[config.mk]
export PLATFORM = sky130hd
export DESIGN_NAME = pulse_meas
export DESIGN_NICKNAME = d
export VERILOG_FILES = /design/src/rtl/pulse_meas.sv
export SDC_FILE = /design/constraint.sdc
export NUM_CORES = 1
export LEC_CHECK = 0
export ABC_CLOCK_PERIOD_IN_PS = 7100
export BUFFER_PORTS_ARGS = -buffer_cell sky130_fd_sc_hd__buf_2
export CAP_MARGIN = 10
export CORE_MARGIN = 5
export CORE_UTILIZATION = 58
export DETAILED_ROUTE_END_ITERATION = 8
export GPL_TIMING_DRIVEN = 1
export PLACE_DENSITY_LB_ADDON = 0.15
export SLEW_MARGIN = 40
export SYNTH_ARGS = -nofsm -noshare
export SYNTH_HDL_FRONTEND = slang
export SYNTH_SLANG_ARGS = --single-unit
[constraint.sdc]
create_clock -name clk -period 7.1 [get_ports clk]
set_input_delay 0.355 -clock clk [delete_from_list [all_inputs] [get_ports clk]]
set_output_delay 0.355 -clock clk [all_outputs]
set_load 0.005 [all_outputs]
[src/rtl/pulse_meas.sv]
// Two-channel pulse width/period measurement. Completed pulses become
// timestamped records queued in a show-ahead FIFO behind valid/ready.
module pulse_meas #(
  parameter int CNT_W      = 16,
  parameter int FIFO_DEPTH = 4
) (
  input  logic             clk,
  input  logic             rst,
  input  logic             clr,
  input  logic             ena,
  input  logic [1:0]       pulse_in,
  output logic             rec_valid,
  input  logic             rec_ready,
  output logic             rec_chan,
  output logic [CNT_W-1:0] rec_width,
  output logic [CNT_W-1:0] rec_period,
  output logic [31:0]      rec_ts,
  output logic [7:0]       ovf_cnt
);
  localparam int AW = $clog2(FIFO_DEPTH);
  localparam logic [CNT_W-1:0] CNT_ONE = CNT_W'(1);
  localparam logic [CNT_W-1:0] CNT_MAX = '1;
  localparam logic [AW:0]      PTR_ONE = (AW+1)'(1);

  typedef enum logic [1:0] {WAIT_LOW, IDLE, HIGH, LOW} state_t;

  typedef struct packed {
    logic             chan;
    logic [CNT_W-1:0] width;
    logic [CNT_W-1:0] period;
    logic [31:0]      ts;
  } rec_t;

  function automatic logic [CNT_W-1:0] sat_inc(input logic [CNT_W-1:0] v);
    return (v == CNT_MAX) ? v : v + CNT_ONE;
  endfunction

  function automatic logic [7:0] sat_add8(input logic [7:0] v, input logic [1:0] n);
    logic [8:0] s;
    s = {1'b0, v} + {7'b0, n};
    return s[8] ? 8'hFF : s[7:0];
  endfunction

  logic [1:0]       s1, s2, s3, rise, fall;
  logic [1:0]       sync_fill;
  logic [31:0]      ts;
  state_t           state_q [2];
  state_t           state_d [2];
  logic [CNT_W-1:0] wcnt_q [2], wcnt_d [2];
  logic [CNT_W-1:0] pcnt_q [2], pcnt_d [2];
  logic [CNT_W-1:0] period_q [2], period_d [2];
  logic [31:0]      tsr_q [2], tsr_d [2];
  rec_t             new_rec [2];
  logic [1:0]       gen, load, drop, wr;
  logic [1:0]       ndrop;
  rec_t             pend_q [2];
  logic [1:0]       pend_vld;
  rec_t             mem [FIFO_DEPTH];
  logic [AW:0]      wr_ptr, rd_ptr;
  logic             empty, full, pop, push, can_push;
  rec_t             push_rec, head;

  // Input synchronizer and timestamp. sync_fill keeps the FSMs from arming
  // on the reset-zeroed pipeline before it holds real samples.
  always_ff @(posedge clk or negedge rst) begin
    if (!rst) begin
      s1        <= '0;
      s2        <= '0;
      s3        <= '0;
      sync_fill <= '0;
      ts        <= '0;
    end else begin
      s1        <= pulse_in;
      s2        <= s1;
      s3        <= s2;
      sync_fill <= {sync_fill[0], 1'b1};
      if (clr)      ts <= '0;
      else if (ena) ts <= ts + 32'd1;
    end
  end

  assign rise = s2 & ~s3;
  assign fall = ~s2 & s3;

  // Per-channel measurement FSM
  always_comb begin
    for (int n = 0; n < 2; n++) begin
      state_d[n]  = state_q[n];
      wcnt_d[n]   = wcnt_q[n];
      pcnt_d[n]   = pcnt_q[n];
      period_d[n] = period_q[n];
      tsr_d[n]    = tsr_q[n];
      gen[n]      = 1'b0;
      new_rec[n].chan   = (n == 1);
      new_rec[n].width  = wcnt_q[n];
      new_rec[n].period = period_q[n];
      new_rec[n].ts     = tsr_q[n];
      if (!ena) begin
        state_d[n] = WAIT_LOW;
        wcnt_d[n]  = '0;
        pcnt_d[n]  = '0;
      end else begin
        case (state_q[n])
          WAIT_LOW: if (sync_fill[1] && !s2[n]) state_d[n] = IDLE;
          IDLE: if (rise[n]) begin
            state_d[n]  = HIGH;
            wcnt_d[n]   = CNT_ONE;
            pcnt_d[n]   = CNT_ONE;
            tsr_d[n]    = ts;
            period_d[n] = '0;
          end
          HIGH: begin
            wcnt_d[n] = sat_inc(wcnt_q[n]);
            pcnt_d[n] = sat_inc(pcnt_q[n]);
            if (fall[n]) begin
              gen[n]     = 1'b1;
              state_d[n] = LOW;
            end
          end
          LOW: begin
            if (rise[n]) begin
              state_d[n]  = HIGH;
              period_d[n] = pcnt_q[n];
              wcnt_d[n]   = CNT_ONE;
              pcnt_d[n]   = CNT_ONE;
              tsr_d[n]    = ts;
            end else begin
              pcnt_d[n] = sat_inc(pcnt_q[n]);
            end
          end
          default: state_d[n] = WAIT_LOW;
        endcase
      end
    end
  end

  always_ff @(posedge clk or negedge rst) begin
    if (!rst) begin
      for (int n = 0; n < 2; n++) begin
        state_q[n]  <= WAIT_LOW;
        wcnt_q[n]   <= '0;
        pcnt_q[n]   <= '0;
        period_q[n] <= '0;
        tsr_q[n]    <= '0;
      end
    end else if (clr) begin
      for (int n = 0; n < 2; n++) begin
        state_q[n]  <= WAIT_LOW;
        wcnt_q[n]   <= '0;
        pcnt_q[n]   <= '0;
        period_q[n] <= '0;
        tsr_q[n]    <= '0;
      end
    end else begin
      for (int n = 0; n < 2; n++) begin
        state_q[n]  <= state_d[n];
        wcnt_q[n]   <= wcnt_d[n];
        pcnt_q[n]   <= pcnt_d[n];
        period_q[n] <= period_d[n];
        tsr_q[n]    <= tsr_d[n];
      end
    end
  end

  // Pending registers and fixed-priority arbiter (channel 0 wins)
  always_comb begin
    pop      = rec_valid & rec_ready;
    can_push = ~full | pop;
    wr[0]    = pend_vld[0] & can_push;
    wr[1]    = pend_vld[1] & ~pend_vld[0] & can_push;
    push     = |wr;
    push_rec = pend_vld[0] ? pend_q[0] : pend_q[1];
    for (int n = 0; n < 2; n++) begin
      load[n] = gen[n] & (~pend_vld[n] | wr[n]);
      drop[n] = gen[n] & pend_vld[n] & ~wr[n];
    end
    ndrop = {1'b0, drop[0]} + {1'b0, drop[1]};
  end

  always_ff @(posedge clk or negedge rst) begin
    if (!rst) begin
      pend_vld <= '0;
      ovf_cnt  <= '0;
      for (int n = 0; n < 2; n++) pend_q[n] <= '0;
    end else if (clr) begin
      pend_vld <= '0;
      ovf_cnt  <= '0;
    end else begin
      for (int n = 0; n < 2; n++) begin
        if (load[n]) begin
          pend_q[n]   <= new_rec[n];
          pend_vld[n] <= 1'b1;
        end else if (wr[n]) begin
          pend_vld[n] <= 1'b0;
        end
      end
      ovf_cnt <= sat_add8(ovf_cnt, ndrop);
    end
  end

  // Show-ahead record FIFO; a pop frees the slot a same-cycle push uses
  assign empty = (wr_ptr == rd_ptr);
  assign full  = (wr_ptr[AW] != rd_ptr[AW]) && (wr_ptr[AW-1:0] == rd_ptr[AW-1:0]);

  always_ff @(posedge clk or negedge rst) begin
    if (!rst) begin
      wr_ptr <= '0;
      rd_ptr <= '0;
      for (int i = 0; i < FIFO_DEPTH; i++) mem[i] <= '0;
    end else if (clr) begin
      wr_ptr <= '0;
      rd_ptr <= '0;
    end else begin
      if (push) begin
        mem[wr_ptr[AW-1:0]] <= push_rec;
        wr_ptr              <= wr_ptr + PTR_ONE;
      end
      if (pop) rd_ptr <= rd_ptr + PTR_ONE;
    end
  end

  assign head       = mem[rd_ptr[AW-1:0]];
  assign rec_valid  = ~empty;
  assign rec_chan   = head.chan;
  assign rec_width  = head.width;
  assign rec_period = head.period;
  assign rec_ts     = head.ts;
endmodule
==> reports/qor.yml, run 1 <==
run_status:
  run_status: "completed"
min_path:
  min_to: "rd_ptr[1]$_DFFE_PN0P_"
  min_path_cells: 3
  min_path_type: "in2reg"
  worstHoldStart: "rec_ready"
finish:
  diodes: 0
  seqCellArea_sq_mm: 0.0152
  syn_to_final_growth_pct: 11.0
  layout_common_cells: "dfrtp_1, mux2_4, nand2_1, mux2_2, o21ai_0"
  final.fill_count: 3517
  fin_area_sq_mm: 0.0311
  multi_input_area_sq_mm: 0.0121
  drive_above_1_share: 0.290
  final_common_cell: "dfrtp_1"
  final_nets: 2188
floorplan:
  rows: 80
  die_x_um: 230
  start_util: 0.587
  io_pins: 81
  coreArea_sq_mm: 0.0477
  die-area_sq_mm: 0.0528
  die_y_um: 230
route:
  wire_per_inst_um: 20.4
  viasPerCell: 5.94
  drt_iter0_drc: 1127
  wirelength_um: 57700
  num_vias: 16750
  drc: 0
  ant_nets: 0
  dr.pass1.iters: 5
sta:
  tightest_slew_ns: 0.814
  skew_ns: 0.0202
  hold_violations: 0
  slew-limit-headroom: 0.456
  fmax_mhz: 281
  setup_viol: 0
  rsz0062_at_grt: "false"
  finalCriticalPeriod_ns: 3.55
  fin_tns_setup_ns: 0
  slew_violations: 0
  period_share: 0.501
power_and_ir_drop:
  peakVddDrop_mv: 0.140
  p_leak_nw: 14.5
  cellPowerDensity_mw_per_mm2: 227
grt:
  grt_pass1_vias: 17657
  grt_max_degree: 131
  grt_pass1_wl_um: 95800
  grtUsageTotal: 0.221
  grt_antenna_before_repair: 1
  overflow: 0
critical_path:
  start_kind: "flip-flop"
  crit_fanout: 32
  r2r_start: "rd_ptr[1]$_DFFE_PN0P_"
  reg2reg_to: "ovf_cnt[5]$_DFF_PN0_"
  required_ns: 7.60
  path_class: "reg2reg"
  rr_worst_depth: 11
  reg2reg_slack_ns: 3.55
  worstSetupEndpointType: "flip-flop"
  cp.arrival_ns: 4.06
synth:
  synth_edf_count: 0
  synthTopCellsByArea: "dfrtp_1, mux2_4, mux2_2"
  synth.top_cell.area_share: 0.544
  yosysUniqueCellTypes: 67
  syn_avg_cell_area_sq_um: 13.3
  syn_area_sq_mm: 0.0280
  synth_cells: 2104
  ys_async_sr_fraction: 1.00
  synth_seq_area_share: 0.544
  yosysTopAreaCell: "dfrtp_1"
  yosysWarnings: 0
  synth_ff_type: "dfrtp_1"
  synth_seq_cells: 609
  synth_fp_nets: 2133
cts:
  cts_buffers: 66
  cts_tree: "yes"
  htree_levels: 3
  clockBufferDepth: 3
  cts_root_buffer: "clkbuf_16"
  clock_latency_ns: 0.59
  clk_pin_slew_ns: 0.06
  cts.sinks: 609
place:
  dpl.hpwl_um: 35600
  place_area_sq_mm: 0.0289
  io_buffer_count: 80
  gp_congestion: 0.834
flow_run:
  max_cap_viol_count: 0
## per-layer routing
layer / wire length [um] / vias up / GRT usage / part of all wire
met4: 944 / 2 / 0.0564 / 0.016
met5: 13 / - / 0 / 0.00023
met3: 2190 / 72 / 0.0386 / 0.038
met2: 26700 / 297 / 0.344 / 0.46
li1: - / 7668 / - / -
met1: 27900 / 8711 / 0.328 / 0.48
## power breakdown
group          internal [mW]  leakage (nW)  switching [mW]
clock                   2.00          1.05            1.36
sequential              3.48          8.48          0.0118
combinational         0.0520          4.93           0.168
## registers in the layout, indices dropped and copies added (netlist names), 3 cells and up
register,cells
pcnt_q,32
new_rec,128
ts,32
pend_q,129
rd_ptr,3
wr_ptr,3
mem,260
state_q,4
ovf_cnt,8
## worst max-delay path by stage
stage / from / end / slack (ns)
after floorplan: rd_ptr[0]$_DFFE_PN0P_ / ovf_cnt[1]$_DFF_PN0_ / 4.26
after global placement: rd_ptr[0]$_DFFE_PN0P_ / ovf_cnt[0]$_DFF_PN0_ / 3.45
after detailed placement: rd_ptr[0]$_DFFE_PN0P_ / ovf_cnt[5]$_DFF_PN0_ / 3.34
after CTS: rd_ptr[0]$_DFFE_PN0P_ / ovf_cnt[5]$_DFF_PN0_ / 3.34
after global routing: rd_ptr[1]$_DFFE_PN0P_ / ovf_cnt[1]$_DFF_PN0_ / 3.24
final: rd_ptr[1]$_DFFE_PN0P_ / ovf_cnt[5]$_DFF_PN0_ / 3.55
## repair_timing
item,CTS,global route
hold buffers,3,0
endpoints found under the hold margin,99,0
setup buffers,0,0
gates resized for setup,0,0
setup endpoints to repair,0,0
## cell usage after synthesis (9+ instances only)
library cell	n
or4_1	10
or3_1	17
dfrtp_1	609
o31ai_1	13
clkbuf_1	64
a21oi_1	55
and3_1	20
and2_1	9
mux2_1	109
nor2_1	80
buf_2	24
mux2_4	200
and4_1	9
mux2_2	145
ha_1	21
xor2_1	18
mux4_2	65
nor2b_1	10
nor3_1	20
buf_6	25
a31oi_1	16
xnor2_1	24
inv_1	22
o21ai_0	136
o211ai_1	13
nand2_1	178
nand3_1	53
nand2b_1	37
nand4_1	24
a211oi_1	9
## stage by stage
stage | setup WS [ns] | std cells | util | total power [mW] | hold WS [ns]
2_1_floorplan | 4.26 | 2104 | - | 3.66 | 0.0594
3_3_place_gp | 3.45 | 2695 | 0.602 | 3.77 | 0.334
3_5_place_dp | 3.34 | 2700 | 0.604 | 3.78 | 0.340
4_1_cts | 3.34 | 2819 | 0.649 | 7.13 | 0.0423
6_report | 3.55 | 2822 | 0.651 | 7.07 | 0.0738
5_1_grt | 3.24 | 2822 | 0.651 | 7.32 | 0.0697
## critical path, cell delays in order, from the launching register on
cell	delay (ns)
dfrtp_4	0.83
xor2_1	0.22
nor4_4	0.41
and2_1	0.27
nand4_1	0.15
fa_1	0.50
inv_1	0.08
ha_1	0.17
and3_1	0.20
and3_1	0.22
nand3_1	0.22
a21oi_1	0.20
## cells by family (layout without fill, tap and decap cells)
family,after synthesis,in the layout,synth area share
and+or+nand+nor,487,487,0.0854
other,1,1,0.000134
adders and majority gates,22,22,0.0101
muxes,524,524,0.263
AOI/OAI and AO/OA,273,273,0.0560
xor gates and xnor gates,42,42,0.0131
DFF,609,609,0.544
buffers and inverters,146,249,0.0280
## final cells by class
cell class                      count  area share
Inverter                           22     0.00266
Sequential cell                   609       0.490
Clock buffer                      103      0.0652
Clock inverter                     13     0.00302
Multi-Input combinational cell   1349       0.388
Timing Repair Buffer              111      0.0263
Tap cell                          615      0.0247
Power figures use the tool's default switching activity.
==> run 2: changes to the inputs <==
- ABC_CLOCK_PERIOD_IN_PS: 7100 -> 3400
- clock period: 7.1 -> 3.4 ns (I/O delays scaled with it)
==> reports/qor.yml, run 2 (synthesis gave the netlist of run 1 again) <==
run_status:
  run_status: "completed"  # unchanged
finish:
  top_register: "mem"  # unchanged
  final_core_util: 0.657  # was 0.651
  drive_above_1_share: 0.294  # was 0.290
  final_common_cell: "dfrtp_1"  # unchanged
  syn_to_final_growth_pct: 12.0  # was 11.0%
  largest_reg_flops: 260  # unchanged
  final_nets: 2200  # was 2188
  final.fill_count: 3507  # was 3517
  diodes: 0  # unchanged
  layout_common_cells: "dfrtp_1, mux2_4, nand2_1, mux2_2, o21ai_0"  # unchanged
  fin_area_sq_mm: 0.0314  # was 0.0311 sq mm
sta:
  skew_ns: 0.0112  # was 0.0202 ns
  fin_tns_setup_ns: 0  # unchanged
  hold-worst-slack_ns: 0.0578  # was 0.0738 ns
  slew-limit-headroom: 0.440  # was 0.456
  rsz0062_at_grt: "false"  # unchanged
  finalCriticalPeriod_ns: 3.08
  period_share: 0.907
  slew_violations: 0  # unchanged
  fmax_mhz: 324
  hold_violations: 0  # unchanged
  tightest_slew_ns: 0.840  # was 0.814 ns
  setup_viol: 0  # unchanged
critical_path:
  required_ns: 3.23  # was 7.60 ns
  path_buf_inv: 3  # was 1
  r2r_start: "wr_ptr[0]$_DFFE_PN0P_"  # was rd_ptr[1]$_DFFE_PN0P_
  startpoint: "rd_ptr[0]$_DFFE_PN0P_"  # was rd_ptr[1]$_DFFE_PN0P_
  path_class: "reg2out"  # was reg2reg
  reg2reg_slack_ns: 0.34  # was 3.55 ns
  worstSetupEndpointType: "primary output"  # was flip-flop
  slowest_stage: "clkbuf_8"  # was dfrtp_4
  crit_fanout: 46  # was 32
  path_cells: "buf_4 > clkbuf_8 > mux4_2 > buf_2"  # was xor2_1 > nor4_4 > and2_1 > nand4_1 > fa_1 > inv_1 > ha_1 > and3_1 > and3_1 > nand3_1 > a21oi_1
  start_kind: "flip-flop"  # unchanged
  cpPeakStageDelay_ns: 0.68  # was 0.83 ns
  cp_top_family: "buffers and inverters"  # was simple AND/OR/NAND/NOR gates
  reg2reg_to: "ovf_cnt[1]$_DFF_PN0_"  # was ovf_cnt[5]$_DFF_PN0_
  cp.arrival_ns: 2.91  # was 4.06 ns
  rr_worst_depth: 11  # unchanged
  crit_cells: 4  # was 11
cts:
  htree_levels: 3  # unchanged
  cts_setup_buffers: 0  # unchanged
  cts_buffers: 67  # was 66
  clockBufferDepth: 3  # unchanged
  clock_latency_ns: 0.58  # was 0.59 ns
  cts_tree: "yes"  # unchanged
  clk_pin_slew_ns: 0.06  # about the same
  cts_root_buffer: "clkbuf_16"  # unchanged
  cts.sinks: 609  # unchanged
min_path:
  min_path_type: "in2async"  # was in2reg
power_and_ir_drop:
  peakVddDrop_mv: 0.341  # was 0.140 mV
  cellPowerDensity_mw_per_mm2: 483  # was 227 mW/mm^2
  p_leak_nw: 14.6  # was 14.5 nW
route:
  dr.pass1.iters: 5  # unchanged
  drc: 0  # unchanged
  viasPerCell: 5.93  # was 5.94
  num_vias: 16806  # was 16750
  ant_nets: 0  # unchanged
  drt_iter0_drc: 1025  # was 1127
  wire_per_inst_um: 20.4  # about the same
  wirelength_um: 57700  # about the same
place:
  gp_congestion: 0.806  # was 0.834
  dpl.hpwl_um: 35200  # was 35600 um
  io_buffer_count: 80  # unchanged
  place_area_sq_mm: 0.0290  # was 0.0289 sq mm
floorplan:
  io_pins: 81  # unchanged
  start_util: 0.587  # unchanged
  coreArea_sq_mm: 0.0477  # unchanged
  die_x_um: 230  # unchanged
  die_y_um: 230  # unchanged
  die-area_sq_mm: 0.0528  # unchanged
  rows: 80  # unchanged
grt:
  grt_pass1_vias: 17812  # was 17657
  grt_antenna_before_repair: 1  # unchanged
  grtUsageTotal: 0.223  # was 0.221
  grt_max_degree: 104  # was 131
  grt_pass1_wl_um: 97100  # was 95800 um
  overflow: 0  # unchanged
flow_run:
  max_cap_viol_count: 0  # unchanged
-- run 2: changes by cell type in the layout (fill, tap and decap cells not counted), moves of 2 or more --
cell,previous run,this run
buf_12,7,17
buf_16,3,1
buf_4,13,18
buf_6,5,1
bufinv_16,1,4
clkbuf_1,19,14
clkbuf_16,71,73
clkbuf_8,13,17
clkinv_2,11,7
nor2b_1,8,10
nor2b_2,2,0
-- run 2: how the worst max path moves through the flow --
stage                           endpoint  slack, ns
global placement    ovf_cnt[0]$_DFF_PN0_       0.45
global route        ovf_cnt[1]$_DFF_PN0_       0.08
floorplan           ovf_cnt[1]$_DFF_PN0_       0.56
CTS                        rec_width[12]       0.22
finish                     rec_width[14]       0.32
detailed placement  ovf_cnt[1]$_DFF_PN0_       0.36
-- run 2: area by class of cell --
cell class | instances | area (sq um) | share of cell area
multi-input combinational | 1349 | 12000 | 0.384
clock buffer | 103 | 2100 | 0.0669
inverter | 22 | 82.6 | 0.00263
clock inverter | 13 | 171 | 0.00546
tap | 615 | 769 | 0.0245
timing repair buffer | 122 | 978 | 0.0312
sequential | 609 | 15200 | 0.486
-- run 2: timing repair --
item                                   4_1_cts  5_1_grt
hold buffers                                 4        0
endpoints found under the hold margin      101        0
resized for setup                            0        0
-- run 2: metrics by stage --
stage                     std cells  power [mW]  setup slack (ns)
after detailed placement       2712        7.90             0.356
after CTS                      2832        15.3             0.221
after global routing           2833        15.7            0.0783
after floorplan                2104        7.65             0.564
after global placement         2712        7.89             0.455
final                          2833        15.2             0.316
-- run 2: metal layers --
layer	wire length, um	up-vias	GRT usage	part of all wire
li1	-	7678	-	-
met5	13	-	0	0.00023
met2	26600	258	0.346	0.46
met1	27900	8785	0.332	0.48
met4	1070	2	0.0536	0.018
met3	2120	83	0.0424	0.037
-- run 2: report_power, final --
part           switching (mW)  internal, mW
combinational           0.355         0.118
clock                    2.84          4.54
sequential             0.0230          7.27
total                    3.22          11.9
